$ cat config.mk
export PLATFORM = sky130hd
export DESIGN_NAME = cmd_issuer_flat
export DESIGN_NICKNAME = d
export VERILOG_FILES = /design/src/rtl/cmd_pkg.sv /design/src/rtl/cmd_issuer_if.sv /design/src/rtl/cmd_timeout_ctr.sv /design/src/rtl/cmd_issuer.sv /design/src/flat_wrapper.sv
export SDC_FILE = /design/constraint.sdc
export NUM_CORES = 1
export LEC_CHECK = 0
export CAP_MARGIN = 20
export CELL_PAD_IN_SITES_DETAIL_PLACEMENT = 1
export CELL_PAD_IN_SITES_GLOBAL_PLACEMENT = 1
export CORE_UTILIZATION = 43
export DETAILED_ROUTE_END_ITERATION = 10
export GPL_ROUTABILITY_DRIVEN = 0
export HOLD_SLACK_MARGIN = 0.15
export PLACE_DENSITY_LB_ADDON = 0.1
export SYNTH_ARGS = -nofsm -noshare
export SYNTH_HDL_FRONTEND = slang
export SYNTH_HIERARCHICAL = 1
export SYNTH_SLANG_ARGS = --single-unit
$ cat constraint.sdc
create_clock -name clk -period 8.1 [get_ports clk]
set_input_delay 1.62 -clock clk [delete_from_list [all_inputs] [get_ports clk]]
set_output_delay 1.62 -clock clk [all_outputs]
set_load 0.05 [all_outputs]
$ cat src/rtl/cmd_pkg.sv
// Shared command-interface definitions for the matrix accelerator: funct codes, mode codes,
// issuer states and the job descriptor used on both the issuer and receiver sides.
package cmd_pkg;

  localparam logic [6:0] FunctInitiate = 7'h01;
  localparam logic [6:0] FunctSize     = 7'h02;
  localparam logic [6:0] FunctAddrW    = 7'h04;
  localparam logic [6:0] FunctAddrX    = 7'h06;
  localparam logic [6:0] FunctAddrR    = 7'h08;

  localparam logic [6:0] ModeYPrime8  = 7'h00;
  localparam logic [6:0] ModeYPrime16 = 7'h01;
  localparam logic [6:0] ModeZ8       = 7'h02;
  localparam logic [6:0] ModeZ16      = 7'h03;
  localparam logic [6:0] ModePhi8     = 7'h04;
  localparam logic [6:0] ModePhi16    = 7'h05;

  typedef enum logic [2:0] {
    StIdle,
    StSize,
    StAddrW,
    StAddrX,
    StAddrR,
    StInit
  } cmd_issuer_state_t;

  typedef struct packed {
    logic [6:0]  mode;
    logic [15:0] m_size;
    logic [15:0] n_size;
    logic [63:0] addr_w;
    logic [63:0] addr_x;
    logic [63:0] addr_r;
  } cmd_job_t;

  function automatic logic job_legal(cmd_job_t job);
    return (job.mode <= ModePhi16) && (job.m_size != '0) && (job.n_size != '0);
  endfunction

  function automatic cmd_issuer_state_t cmd_next_state(cmd_issuer_state_t st);
    case (st)
      StSize:  return StAddrW;
      StAddrW: return StAddrX;
      StAddrX: return StAddrR;
      StAddrR: return StInit;
      default: return StIdle;
    endcase
  endfunction

  function automatic logic [6:0] cmd_funct(cmd_issuer_state_t st);
    case (st)
      StSize:  return FunctSize;
      StAddrW: return FunctAddrW;
      StAddrX: return FunctAddrX;
      StAddrR: return FunctAddrR;
      StInit:  return FunctInitiate;
      default: return 7'h00;
    endcase
  endfunction

  function automatic logic [63:0] cmd_payload(cmd_issuer_state_t st, cmd_job_t job);
    case (st)
      StSize:  return {32'h0, job.n_size, job.m_size};
      StAddrW: return job.addr_w;
      StAddrX: return job.addr_x;
      StAddrR: return job.addr_r;
      StInit:  return {57'h0, job.mode};
      default: return 64'h0;
    endcase
  endfunction

endpackage

$ cat src/rtl/cmd_issuer_if.sv
// Command valid/ready channel between the host-side issuer (master) and the ASIC receiver (slave).
interface cmd_issuer_if;

  logic        cmd_valid;
  logic        cmd_ready;
  logic [6:0]  cmd_inst_funct;
  logic [6:0]  cmd_inst_opcode;
  logic [4:0]  cmd_inst_rs1;
  logic [63:0] cmd_rs1;

  modport master (
    output cmd_valid,
    output cmd_inst_funct,
    output cmd_inst_opcode,
    output cmd_inst_rs1,
    output cmd_rs1,
    input  cmd_ready
  );

  modport slave (
    input  cmd_valid,
    input  cmd_inst_funct,
    input  cmd_inst_opcode,
    input  cmd_inst_rs1,
    input  cmd_rs1,
    output cmd_ready
  );

endinterface

$ cat src/rtl/cmd_timeout_ctr.sv
// Stall counter for cmd_issuer: clears on clr, counts on inc, pulses tc on the Limit-th count.
// Only instantiated when CMD_ISSUER_TIMEOUT_EN is defined.
module cmd_timeout_ctr #(
  parameter int unsigned Limit = 1024
) (
  input  logic clk,
  input  logic reset,
  input  logic clr,
  input  logic inc,
  output logic tc
);

  localparam int unsigned CntW = (Limit > 1) ? $clog2(Limit) : 1;
  localparam logic [CntW-1:0] TcVal = CntW'(Limit - 1);

  logic [CntW-1:0] cnt_q, cnt_d;

  assign tc = inc && (cnt_q == TcVal);

  always_comb begin
    cnt_d = cnt_q;
    if (clr || tc) begin
      cnt_d = '0;
    end else if (inc) begin
      cnt_d = cnt_q + 1'b1;
    end
  end

  always_ff @(posedge clk or negedge reset) begin
    if (!reset) begin
      cnt_q <= '0;
    end else begin
      cnt_q <= cnt_d;
    end
  end

endmodule

$ cat src/rtl/cmd_issuer.sv
// Host-side command initiator: captures a job on start_i and issues size/addrW/addrX/addrR/initiate.
// Optional stall abort is compiled in with CMD_ISSUER_TIMEOUT_EN.
module cmd_issuer
  import cmd_pkg::*;
#(
  parameter logic [6:0] OPCODE      = 7'b000_1011,
  parameter logic [4:0] RS1_IDX     = 5'd1,
  parameter int unsigned TIMEOUT_CYC = 1024
) (
  input  logic              clk,
  input  logic              reset,
  input  logic              start_i,
  input  logic [6:0]        mode_i,
  input  logic [15:0]       m_size_i,
  input  logic [15:0]       n_size_i,
  input  logic [63:0]       addr_w_i,
  input  logic [63:0]       addr_x_i,
  input  logic [63:0]       addr_r_i,
  cmd_issuer_if.master      cmd,
  output logic              busy_o,
  output logic              done_o,
  output logic              err_o
);

  if (TIMEOUT_CYC == 0) begin : g_timeout_check
    $error("TIMEOUT_CYC must be non-zero");
  end

  cmd_issuer_state_t state_q, state_d;
  cmd_job_t          job_q, job_d, job_in;
  logic              valid_q, valid_d;
  logic [6:0]        funct_q, funct_d;
  logic [63:0]       rs1_q, rs1_d;
  logic              done_q, done_d;
  logic              err_q, err_d;
  logic              idle, xfer, timeout_hit;

  assign job_in = '{mode: mode_i, m_size: m_size_i, n_size: n_size_i,
                    addr_w: addr_w_i, addr_x: addr_x_i, addr_r: addr_r_i};

  assign idle = (state_q == StIdle);
  assign xfer = valid_q && cmd.cmd_ready;

`ifdef CMD_ISSUER_TIMEOUT_EN
  logic stall, ctr_clr;
  assign stall   = valid_q && !cmd.cmd_ready;
  assign ctr_clr = xfer || (idle && start_i);

  cmd_timeout_ctr #(
    .Limit(TIMEOUT_CYC)
  ) u_timeout_ctr (
    .clk  (clk),
    .reset(reset),
    .clr  (ctr_clr),
    .inc  (stall),
    .tc   (timeout_hit)
  );
`else
  assign timeout_hit = 1'b0;
`endif

  // Outputs are registered, so the next command's funct/payload is computed one state ahead.
  always_comb begin
    state_d = state_q;
    job_d   = job_q;
    valid_d = valid_q;
    funct_d = funct_q;
    rs1_d   = rs1_q;
    done_d  = 1'b0;
    err_d   = 1'b0;

    if (idle) begin
      if (start_i) begin
        job_d = job_in;
        if (!job_legal(job_in)) begin
          err_d = 1'b1;
        end else begin
          state_d = StSize;
          valid_d = 1'b1;
          funct_d = cmd_funct(StSize);
          rs1_d   = cmd_payload(StSize, job_in);
        end
      end
    end else if (xfer) begin
      state_d = cmd_next_state(state_q);
      if (state_d == StIdle) begin
        valid_d = 1'b0;
        funct_d = '0;
        rs1_d   = '0;
        done_d  = 1'b1;
      end else begin
        valid_d = 1'b1;
        funct_d = cmd_funct(state_d);
        rs1_d   = cmd_payload(state_d, job_q);
      end
    end else if (timeout_hit) begin
      state_d = StIdle;
      valid_d = 1'b0;
      funct_d = '0;
      rs1_d   = '0;
      err_d   = 1'b1;
    end
  end

  always_ff @(posedge clk or negedge reset) begin
    if (!reset) begin
      state_q <= StIdle;
      job_q   <= '0;
      valid_q <= 1'b0;
      funct_q <= '0;
      rs1_q   <= '0;
      done_q  <= 1'b0;
      err_q   <= 1'b0;
    end else begin
      state_q <= state_d;
      job_q   <= job_d;
      valid_q <= valid_d;
      funct_q <= funct_d;
      rs1_q   <= rs1_d;
      done_q  <= done_d;
      err_q   <= err_d;
    end
  end

  assign cmd.cmd_valid       = valid_q;
  assign cmd.cmd_inst_funct  = funct_q;
  assign cmd.cmd_inst_opcode = OPCODE;
  assign cmd.cmd_inst_rs1    = RS1_IDX;
  assign cmd.cmd_rs1         = rs1_q;
  assign busy_o              = !idle;
  assign done_o              = done_q;
  assign err_o               = err_q;

endmodule
$ cat src/flat_wrapper.sv
// flat-port wrapper written by rule: the top's interface ports become plain ports
module cmd_issuer_flat import cmd_pkg::*;
#(
  parameter logic [6:0] OPCODE      = 7'b000_1011,
  parameter logic [4:0] RS1_IDX     = 5'd1,
  parameter int unsigned TIMEOUT_CYC = 1024
)
  (clk, reset, start_i, mode_i, m_size_i, n_size_i, addr_w_i, addr_x_i, addr_r_i, busy_o, done_o, err_o, cmd_cmd_valid, cmd_cmd_inst_funct, cmd_cmd_inst_opcode, cmd_cmd_inst_rs1, cmd_cmd_rs1, cmd_cmd_ready);
  cmd_issuer_if cmd_i ();
  input  logic clk;
  input  logic reset;
  input  logic start_i;
  input  logic [6:0] mode_i;
  input  logic [15:0] m_size_i;
  input  logic [15:0] n_size_i;
  input  logic [63:0] addr_w_i;
  input  logic [63:0] addr_x_i;
  input  logic [63:0] addr_r_i;
  output logic busy_o;
  output logic done_o;
  output logic err_o;
  output wire logic [$bits(cmd_i.cmd_valid)-1:0] cmd_cmd_valid;
  output wire logic [$bits(cmd_i.cmd_inst_funct)-1:0] cmd_cmd_inst_funct;
  output wire logic [$bits(cmd_i.cmd_inst_opcode)-1:0] cmd_cmd_inst_opcode;
  output wire logic [$bits(cmd_i.cmd_inst_rs1)-1:0] cmd_cmd_inst_rs1;
  output wire logic [$bits(cmd_i.cmd_rs1)-1:0] cmd_cmd_rs1;
  input wire logic [$bits(cmd_i.cmd_ready)-1:0] cmd_cmd_ready;
  assign cmd_cmd_valid = cmd_i.cmd_valid;
  assign cmd_cmd_inst_funct = cmd_i.cmd_inst_funct;
  assign cmd_cmd_inst_opcode = cmd_i.cmd_inst_opcode;
  assign cmd_cmd_inst_rs1 = cmd_i.cmd_inst_rs1;
  assign cmd_cmd_rs1 = cmd_i.cmd_rs1;
  assign cmd_i.cmd_ready = cmd_cmd_ready;
  cmd_issuer #(.OPCODE(OPCODE), .RS1_IDX(RS1_IDX), .TIMEOUT_CYC(TIMEOUT_CYC)) u_core (.clk(clk), .reset(reset), .start_i(start_i), .mode_i(mode_i), .m_size_i(m_size_i), .n_size_i(n_size_i), .addr_w_i(addr_w_i), .addr_x_i(addr_x_i), .addr_r_i(addr_r_i), .cmd(cmd_i), .busy_o(busy_o), .done_o(done_o), .err_o(err_o));
endmodule
== After elaboration in Yosys (flattened, before gate mapping) ==
Cells that the tools add are included.
Word-level totals
  register bits after elaboration: 308
  bits of input ports: 235
  output and inout bits: 87
  word-level logic and storage cells: 65
Cells by class
  $lt $le $gt $ge: 1
  equal/unequal tests: 11
  muxes and demuxes: 30
  reduce and logical (&&, ||, !) cells: 11
Operators by type and width (number)
  2-to-1 mux 64 bit: 5
  case mux 64 bit (5 select lines): 1
  2-to-1 mux 7 bit: 5
  nonzero test 16 bit: 2
  case mux 4 bit (5 select lines): 1
  2-to-1 mux 3 bit: 6
  equality test 3 x 2 -> 1 bit (second input constant): 4
  case mux 3 bit (4 select lines): 1
  2-to-1 mux 1 bit: 11
  equality test 3 bit (second input constant): 3
  <= comparator 7 x 3 -> 1 bit (second input constant): 1
  equality test 3 x 1 -> 1 bit (second input constant): 2
  logical NOT 3 bit: 2
  inequality test 2 bit (second input constant): 2
  logical AND 1 bit: 3
  AND reduction 3 bit: 1
  AND reduction 2 bit: 1
  nonzero test 2 bit: 1
  logical NOT 1 bit: 1

== Depth between registers and ports, before layout ==
Gate-level depths: netlist of the first run.
  word-level depth: 9
  gate-level depth with buffers: 15
  depth with buffers taken out: 9

== Worst setup path before layout of the first run ==
Ideal clock, no wire load.
  kind: input port to flip-flop
  start: input port mode_i[3]
  end: register u_core.funct_q[0], in the netlist u_core/cmd.cmd_inst_funct[0]
  library setup time: 0.125 ns
  arrival time: 3.207 ns
  slack: 4.767 ns
  stages: 7
  buffers on the path: 2
  cells stage by stage: or4_1 -> a21oi_1 -> and4b_1 -> or2_1 -> buf_2 -> buf_6 -> mux2_4
On the way
  word-level cells in the longest chain between the ends: 5
Ends and longest elaborated chain
  from (decl): RTL line flat_wrapper.sv:13  | input logic [6:0] mode_i;
  <= comparator 7 x 3 -> 1 bit: RTL line cmd_pkg.sv:37  | return (job.mode <= ModePhi16) && (job.m_size != '0) && (job.n_size != '0);
  logical AND 1 bit (2 in series): RTL line cmd_pkg.sv:37
  inequality test 2 bit (no source line)
  AND reduction 3 bit (no source line)
  to (signal assigned): RTL line cmd_issuer.sv:118  | funct_q <= funct_d;
  to (decl): RTL line cmd_issuer.sv:32  | logic [6:0] funct_q, funct_d;
No other way between the ends.
A chain may end at the register's enable or synchronous reset.

== Final worst setup path of the first run ==
  start: register u_core.state_q[1]
  end: output port busy_o
On the way
  word-level cells in the longest chain between the ends: 2
Ends and longest elaborated chain
  from (decl): RTL line cmd_issuer.sv:29  | cmd_issuer_state_t state_q, state_d;
  from (signal assigned): RTL line cmd_issuer.sv:107  | state_q <= StIdle;
  from (signal assigned): RTL line cmd_issuer.sv:115  | state_q <= state_d;
  logical NOT 3 bit: RTL line cmd_issuer.sv:41  | assign idle = (state_q == StIdle);
  logical NOT 1 bit: RTL line cmd_issuer.sv:130  | assign busy_o = !idle;
  to (decl): RTL line flat_wrapper.sv:19  | output logic busy_o;
No other way between the ends.

==> results_dict.tcl, run 1 <==
set metrics [dict create \
    worstMarginPinSlew_ns 1.00 \
    root_buffer "clkbuf_16" \
    synthAdderAreaFrac_pct 0.274 \
    cap_violations 0 \
    irDropWorstVdd_uv 272 \
    drive_gt1_share_pct 25.3 \
    r2r-start "u_core/state_q[1]" \
    die-width_um 181 \
    path_max_fanout 36 \
    fin_ws_ns 2.81 \
    fin_nets 1576 \
    ios 322 \
    drv_slew 0 \
    tritoncts "yes" \
    switching_share_pct 38.5 \
    slew-limit-headroom_pct 33.1 \
    core-area_um2 31000 \
    synthSimpleGateAreaFrac_pct 4.95 \
    fin_crit_sh_pct 65.3 \
    drt_iter0_markers 432 \
    ys_seq_elements 305 \
    clk_pin_slew_ns 0.06 \
    seqPwrFrac_pct 35.4 \
    whs_path_depth 1 \
    final_cell_mix "clkdlybuf4s50_1, dfrtp_1, mux2_2" \
    insertion_delay_ns 0.51 \
    grt_overflow 0 \
    yosys.area_share.xor_xnor_pct 0 \
    worstHoldStart "u_core/job_q[223]" \
    synth_area_um2 13700 \
    p_comb_share_pct 44.6 \
    required_ns 6.48 \
    clockBufferDepth 3 \
    area_growth_pct 31.9 \
    layout_commonest_cell "clkdlybuf4s50_1" \
    cts_setup_buffers 0 \
    cp_slowest_cell "nor3_4" \
    grt_start_max_net_pins 141 \
    fin_tns_setup_ns 0 \
    whs_endpoint "u_core/job_q[223]" \
    power_leakage_nw 7.28 \
    reg2regPathDepth 6 \
    status "complete, no violations" \
    hold_violations 0 \
    period_minus_slack_ns 5.29 \
    switching_power_mw 2.94 \
    drt_wl_total_um 39400 \
    hp-class "flop to flop" \
    ys_warn_count 6 \
    post_drt_wl_per_cell_um 22.4 \
    synth_area_per_cell_um2 12.8 \
    antenna_found_initial 7 \
    drt_pre_antenna_iters 6 \
    rrSetupSlack_ns 3.17 \
    path_class "flop to primary output" \
    r2r_end "u_core/job_q[47]" \
    intPower_mw 4.70 \
    crit_family "buffers and inverters" \
    io_buffers 306 \
    muxShareOfSynthArea_pct 22.9 \
    cp-start-kind "flop" \
    htree_levels 2 \
    vias 9823 \
    postCtsHoldBufs 0 \
    max_stage_delay_ns 0.82 \
    drcViolationCount 0 \
    setup.worst_path.end_class "primary output" \
    power.density_nw_per_um2 422 \
    fin_skew_ns 0.0122 \
    grt_setup_unrepaired "false" \
    numCtsBuffers 35 \
    dieArea_um2 32600 \
    crit_chain "nor3_4, buf_4, inv_2, clkdlybuf4s50_1" \
    worstPathArrival_ns 3.67 \
    cts.sinks 305 \
    synth-compound-area-share_pct 11.3 \
    synth_cells 1070 \
    fmax_mhz 189 \
    seq_area_frac_synth_pct 55.7 \
    grt_usage_pct 24.5 \
    dp_hpwl_um 25300 \
    dieHeight_um 181 \
    grt_pass1_wl_um 62400 \
    ant_nets 0 \
    finalSetupViolations 0 \
    synth.distinct_cells 37 \
    critPathBufInv 3 \
    vias_per_cell 5.57 \
    rows 64 \
    initial_utilization_pct 44.2 \
    p_clk_share_pct 19.9 \
    grt_pass1_vias 10900 \
    pre_cts_ws_ns 3.12 \
    synth_top_family_by_area "multiplexers" \
    cts_resized 0 \
]
## state kept, by name (all words and copies together) (netlist names)
| signal | cells |
|---|---|
| u_core/cmd.cmd_inst_funct | 4 |
| u_core/cmd.cmd_rs1 | 64 |
| u_core/cmd.cmd_valid | 1 |
| u_core/done_o | 1 |
| u_core/err_o | 1 |
| u_core/job_q | 231 |
| u_core/state_q | 3 |
## area by class of cell
type                    instances  area [µm²]
fillers                      3093       12900
flip-flops and latches        305        7630
multi-input cells             640        5510
repair buffers                319        3180
clock buffers                  53        1040
well taps                     396         495
inverters                      37         139
clock inverters                 8        67.6
diodes                          5        12.5
## kinds of logic (layout without fill, tap and decap cells)
kind of cell / count (synthesis) / count (layout)
muxes: 267 / 267
other: 2 / 20
AOI/OAI and AO/OA: 235 / 235
buffers and inverters: 138 / 417
and+or+nand+nor: 120 / 120
adders and majority gates: 3 / 3
DFF: 305 / 305
## cells in the mapped netlist, drive strengths merged
cell	number	area, µm²
mux2	267	3140
o21ai	100	500
a21oi	4	20.0
and4	1	8.76
ha	3	37.5
inv	37	139
buf	49	322
or4	1	7.51
a32o	1	10.0
a22oi	89	668
nor3	2	21.3
nand4	34	213
o211ai	7	52.6
and2	2	12.5
conb	2	7.51
a22o	32	280
o21a	1	7.51
nor4	8	50.1
and4b	1	10.0
or2	1	6.26
and4bb	1	12.5
nor2	6	22.5
and3	1	6.26
dfrtp	305	7630
clkbuf	52	195
nand2	40	150
and3b	7	61.3
nor4bb	1	10.0
nor2b	13	81.3
o21ba	1	10.0
nand3	1	5.00
## worst max-delay path by stage
stage / to / cells after the start / from
6_report: busy_o / 4 / u_core/state_q[1]
4_1_cts: busy_o / 4 / u_core/state_q[1]
3_5_place_dp: u_core/job_q[47] / 5 / start_i
3_3_place_gp: u_core/job_q[121] / 5 / start_i
5_1_grt: busy_o / 4 / u_core/state_q[1]
2_1_floorplan: u_core/cmd.cmd_inst_funct[0] / 7 / mode_i[3]
## power groups by stage
stage | Sequential (mW) | Combinational (mW) | Clock (mW)
finish | 2.71 | 3.41 | 1.52
global route | 2.80 | 3.67 | 1.62
CTS | 2.71 | 3.45 | 1.56
detailed placement | 2.72 | 3.42 | 0
global placement | 2.69 | 3.33 | 0
floorplan | 3.04 | 2.00 | 0
## worst reg2reg max path, cell delays in order (launching register included)
cell	delay, ns
dfrtp_1	0.71
nor3_4	0.83
buf_4	0.43
and2_4	0.70
buf_4	0.77
buf_4	0.90
mux2_2	0.48
## per-stage QoR
step	hold WS, ns	area, µm²	power [mW]	utilization, %	cells
after floorplan	0.473	13800	5.04	-	1083
after global placement	0.482	17000	6.01	54.7	1697
after detailed placement	0.490	17000	6.14	54.7	1697
after CTS	0.504	18100	7.72	58.3	1758
after global routing	0.516	18100	8.08	58.3	1759
final	0.505	18100	7.63	58.3	1763
## routing by layer
layer,up-vias,track usage (%),part of all wire (%)
met5,-,0,0.10
met4,6,7.93,2.6
met3,71,6.77,6.8
met1,5074,31.9,43
li1,4404,-,-
met2,268,39.6,48
No activity file was read; power rests on OpenSTA's default activity.
==> inputs of run 2 (changes only) <==
- CORE_UTILIZATION: 43 -> 40
- clock period: 8.1 -> 5.55 ns (I/O delays scaled with it)
==> run 2 against run 1 <==
Net effect: die area up 7.4%; register-to-register slack got worse by 1.8 ns; non-clock buffer count increased by 2; final area grew 1.2%; via count is 0.89% lower; hold slack got worse by 0.0024 ns; total power increased by 49%; final cell count grew 3.0%; first-iteration DRC count shrank 5.3%; setup slack got worse by 1.5 ns.
==> results_dict.tcl, run 2 (synthesized netlist as in run 1, its figures left out) <==
set metrics [dict create \
    path_class "flop to primary output" \
    fin_tns_setup_ns 0 \
    power_leakage_nw 7.35 \
    worstMarginPinSlew_ns 1.12 \
    numCtsBuffers 36 \
    hp-class "flop to flop" \
    drt_iter0_markers 409 \
    layout_commonest_cell "clkdlybuf4s50_1" \
    reg2regPathDepth 9 \
    core-area_um2 33600 \
    grt_pass1_vias 10900 \
    post_drt_wl_per_cell_um 21.9 \
    ant_nets 0 \
    rows 67 \
    vias_per_cell 5.36 \
    io_buffers 306 \
    final_cell_mix "clkdlybuf4s50_1, dfrtp_1, mux2_2" \
    whs_path_depth 1 \
    critPathBufInv 3 \
    fin_nets 1579 \
    drive_gt1_share_pct 25.7 \
    power.density_nw_per_um2 622 \
    max_stage_delay_ns 0.95 \
    drcViolationCount 0 \
    fillers 3339 \
    path_max_fanout 66 \
    rrSetupSlack_ns 1.36 \
    fmax_mhz 236 \
    multi_input_area_um2 5510 \
    cts_resized 0 \
    fin_crit_sh_pct 76.2 \
    largest_reg_flops 231 \
    cts.sinks 305 \
    antenna_found_initial 5 \
    area_growth_pct 33.4 \
    crit_chain "buf_4, nor3_4, inv_2, clkdlybuf4s50_1" \
    r2r-start "u_core/state_q[1]" \
    irDropWorstVdd_uv 255 \
    status "complete, no violations" \
    grt_setup_unrepaired "false" \
    htree_levels 2 \
    worstHoldStart "u_core/job_q[34]" \
    required_ns 4.44 \
    cp_slowest_cell "clkdlybuf4s50_1" \
    fin_skew_ns 0.0128 \
    grt_start_max_net_pins 108 \
    grt_usage_pct 23.1 \
    dieArea_um2 35000 \
    dieHeight_um 187 \
    worstPathArrival_ns 3.12 \
    setup.worst_path.end_class "primary output" \
    clk_pin_slew_ns 0.06 \
    root_buffer "clkbuf_16" \
    grt_overflow 0 \
    insertion_delay_ns 0.52 \
    drv_slew 0 \
    cp-start-kind "flop" \
    fin_ws_ns 1.32 \
    r2r_end "u_core/cmd.cmd_rs1[43]" \
    drt_pre_antenna_iters 6 \
    hold_violations 0 \
    clockBufferDepth 3 \
    cts_setup_buffers 0 \
    register_area_um2 7630 \
    slew-limit-headroom_pct 25.3 \
    period_minus_slack_ns 4.23 \
    crit_family "buffers and inverters" \
    postCtsHoldBufs 0 \
    vias 9736 \
    pre_cts_ws_ns 1.31 \
    regMostFlops "u_core/job_q" \
    finalSetupViolations 0 \
    place_area_um2 17100 \
    tritoncts "yes" \
    dp_hpwl_um 25500 \
    ios 322 \
    cap_violations 0 \
    drt_wl_total_um 39800 \
    grt_pass1_wl_um 63700 \
    final_cell_area_um2 18300 \
    initial_utilization_pct 40.8 \
    whs_endpoint "u_core/job_q[34]" \
    die-width_um 187 \
]
## run 2: cell types whose count changed in the layout (fill, tap and decap cells not counted), sizes merged
| cell | before | now |
|---|---|---|
| buf | 14 | 16 |
| clkbuf | 53 | 51 |
| bufinv | 1 | 4 |
| clkinv | 6 | 5 |
| inv | 37 | 39 |
| diode | 5 | 2 |
## run 2: metal layers
metal	track usage (%)	share of wire (%)	wire, µm
met1	30.2	43	17300
met2	37.9	48	19200
met3	6.00	6.2	2480
met4	6.08	1.9	770
met5	0	0.10	40
## run 2: area by class of cell
type                            count  share of cell area (%)
Multi-Input combinational cell    640                    30.1
Antenna cell                        2                  0.0274
Tap cell                          448                    3.07
Clock inverter                     12                   0.931
Clock buffer                       51                    5.68
Timing Repair Buffer              321                    17.6
Sequential cell                   305                    41.8
Inverter                           37                   0.760
## run 2: stage by stage
stage	hold slack (ns)	util [%]	instances	power [mW]
after floorplan	0.473	-	1083	7.35
after global placement	0.490	50.7	1750	8.85
final	0.503	54.4	1816	11.4
after CTS	0.508	54.4	1814	11.5
after global routing	0.519	54.4	1815	12.0
after detailed placement	0.496	50.8	1751	9.00
## run 2: how the worst max path moves through the flow
stage,startpoint,endpoint,slack (ns),cells after the start
3_3_place_gp,mode_i[3],u_core/cmd.cmd_rs1[54],1.34,7
5_1_grt,u_core/state_q[1],u_core/cmd.cmd_rs1[48],0.99,9
3_5_place_dp,mode_i[3],u_core/cmd.cmd_rs1[54],1.31,7
4_1_cts,u_core/state_q[2],busy_o,1.22,4
6_report,u_core/state_q[2],busy_o,1.32,4
2_1_floorplan,u_core/state_q[1],u_core/cmd.cmd_rs1[10],2.42,14
## run 2: worst register-to-register path: stages, from the launching register on
cell and delay, ns:
dfrtp_1 0.90, nor2b_1 0.62, a21oi_1 0.27, ha_1 0.39, and4bb_2 1.01, buf_4 0.48
nand2_1 0.10, o21ai_0 0.09, nand4_1 0.12, o21ai_0 0.14
## run 2: power by group
part / switching, mW / leakage [nW] / internal, mW
Clock: 0.945 / 0.594 / 1.49
Combinational: 2.74 / 3.08 / 2.23
Sequential: 0.656 / 3.68 / 3.31
Total: 4.34 / 7.35 / 7.03
==> inputs of run 3 (changes only) <==
- CORE_UTILIZATION: 40 -> 36
- clock period: 5.55 -> 3.8 ns (I/O delays scaled with it)
==> run 3 against run 2 <==
Net effect: critical path depth down 1; total power grew 46%; clock power is 40% higher; critical path type unchanged; routed wire length is 3.1% higher; sequential cell count unchanged; utilization is 5.3 points lower; hold slack got worse by 0.29 ns; sequential share of layout area down 0.40 points; register-to-register slack worse by 0.88 ns; die area grew 11%; first-iteration DRC count is 8.3% lower.
==> results_dict.tcl, run 3 (synthesized netlist as in run 1, its figures left out) <==
set metrics [dict create \
    status "complete, no violations" \
    insertion_delay_ns 0.55 \
    drt_wl_total_um 41000 \
    fin_crit_sh_pct 87.5 \
    fin_nets 1598 \
    drt_pre_antenna_iters 7 \
    rows 71 \
    rrSetupSlack_ns 0.48 \
    cp_slowest_cell "clkdlybuf4s50_1" \
    clk_pin_slew_ns 0.06 \
    holdWs_ns 0.216 \
    ios 322 \
    dieHeight_um 197 \
    power_leakage_nw 7.42 \
    hold_violations 0 \
    drt_iter0_markers 375 \
    grt_usage_pct 21.4 \
    antenna_found_initial 3 \
    postCtsHoldBufs 0 \
    final_cell_mix "clkdlybuf4s50_1, dfrtp_1, mux2_2" \
    grt_setup_unrepaired "false" \
    path_class "flop to primary output" \
    grt_overflow 0 \
    setup.worst_path.end_class "primary output" \
    cp-start-kind "flop" \
    fin_util_pct 49.1 \
    period_minus_slack_ns 3.32 \
    grt_start_max_net_pins 141 \
    drive_gt1_share_pct 26.4 \
    worstMarginPinSlew_ns 0.912 \
    area_growth_pct 34.7 \
    fmax_mhz 301 \
    grt_pass1_vias 10500 \
    dieArea_um2 38800 \
    io_buffers 306 \
    drcViolationCount 0 \
    cts.sinks 305 \
    vias 9755 \
    layout.cells.non_filler 1891 \
    power.density_nw_per_um2 897 \
    regMostFlops "u_core/job_q" \
    largest_reg_flops 231 \
    tritoncts "yes" \
    pre_cts_ws_ns 0.0701 \
    crit_chain "nor3_4, inv_2, clkdlybuf4s50_1" \
    grt_pass1_wl_um 63200 \
    vias_per_cell 5.16 \
    htree_levels 2 \
    max_stage_delay_ns 0.89 \
    cts_setup_buffers 0 \
    required_ns 3.04 \
    ant_nets 0 \
    dp_hpwl_um 27000 \
    hp-class "primary input to asynchronous set/reset pin" \
    slew-limit-headroom_pct 39.2 \
    fin_tns_setup_ns 0 \
    irDropWorstVdd_uv 482 \
    cap_violations 0 \
    path_max_fanout 17 \
    reg2regPathDepth 10 \
    r2r-start "u_core/state_q[1]" \
    numCtsBuffers 37 \
    layout_commonest_cell "clkdlybuf4s50_1" \
    fin_skew_ns 0.0163 \
    clockBufferDepth 3 \
    fin_ws_ns 0.477 \
    cts_resized 0 \
    post_drt_wl_per_cell_um 21.7 \
    finalSetupViolations 0 \
    root_buffer "clkbuf_16" \
    worstPathArrival_ns 2.56 \
    diodes 0 \
    drv_slew 0 \
    core-area_um2 37600 \
    dp.cells 1832 \
    die-width_um 197 \
    initial_utilization_pct 36.5 \
    r2r_end "u_core/cmd.cmd_rs1[59]" \
]
-- run 3: area by class of cell --
class | instances | area, µm²
Sequential cell | 305 | 7630
Tap cell | 511 | 639
Timing Repair Buffer | 339 | 3380
Inverter | 37 | 139
Clock buffer | 57 | 1140
Clock inverter | 2 | 13.8
Multi-Input combinational cell | 640 | 5520
Fill cell | 3922 | 19100
-- run 3: power breakdown --
group / switching (mW) / leakage [nW] / internal, mW
Clock: 1.37 / 0.570 / 2.05
Sequential: 0.858 / 3.68 / 4.83
Combinational: 4.10 / 3.17 / 3.34
-- run 3: worst max path at each step --
stage	start	to	slack, ns	depth (start not counted)
floorplan	u_core/state_q[1]	u_core/cmd.cmd_rs1[10]	0.67	14
global placement	mode_i[3]	u_core/cmd.cmd_rs1[54]	0.12	7
detailed placement	mode_i[3]	u_core/cmd.cmd_rs1[42]	0.07	7
CTS	u_core/state_q[1]	busy_o	0.41	3
global route	u_core/state_q[1]	u_core/cmd.cmd_rs1[48]	0.24	10
finish	u_core/state_q[1]	busy_o	0.48	3
-- run 3: through the flow --
step	total power [mW]	instance area [µm²]
3_5_place_dp	13.3	17300
3_3_place_gp	13.1	17300
5_1_grt	17.6	18500
6_report	16.6	18500
2_1_floorplan	10.7	13800
4_1_cts	16.8	18500
-- run 3: routing by layer --
metal	part of all wire (%)	track usage (%)	routed length (µm)	vias to the layer above
li1	-	-	-	4447
met1	45	29.1	18500	4992
met2	46	33.0	18800	243
met3	6.6	6.25	2720	69
met4	2.4	6.17	969	4
met5	0.056	0	23	-
-- run 3: critical path, delay by kind of cell (launching register included) --
family / cells / cell delay, ns
and+or+nand+nor: 1 / 0.13
buffers and inverters: 2 / 1.23
DFF: 1 / 0.65
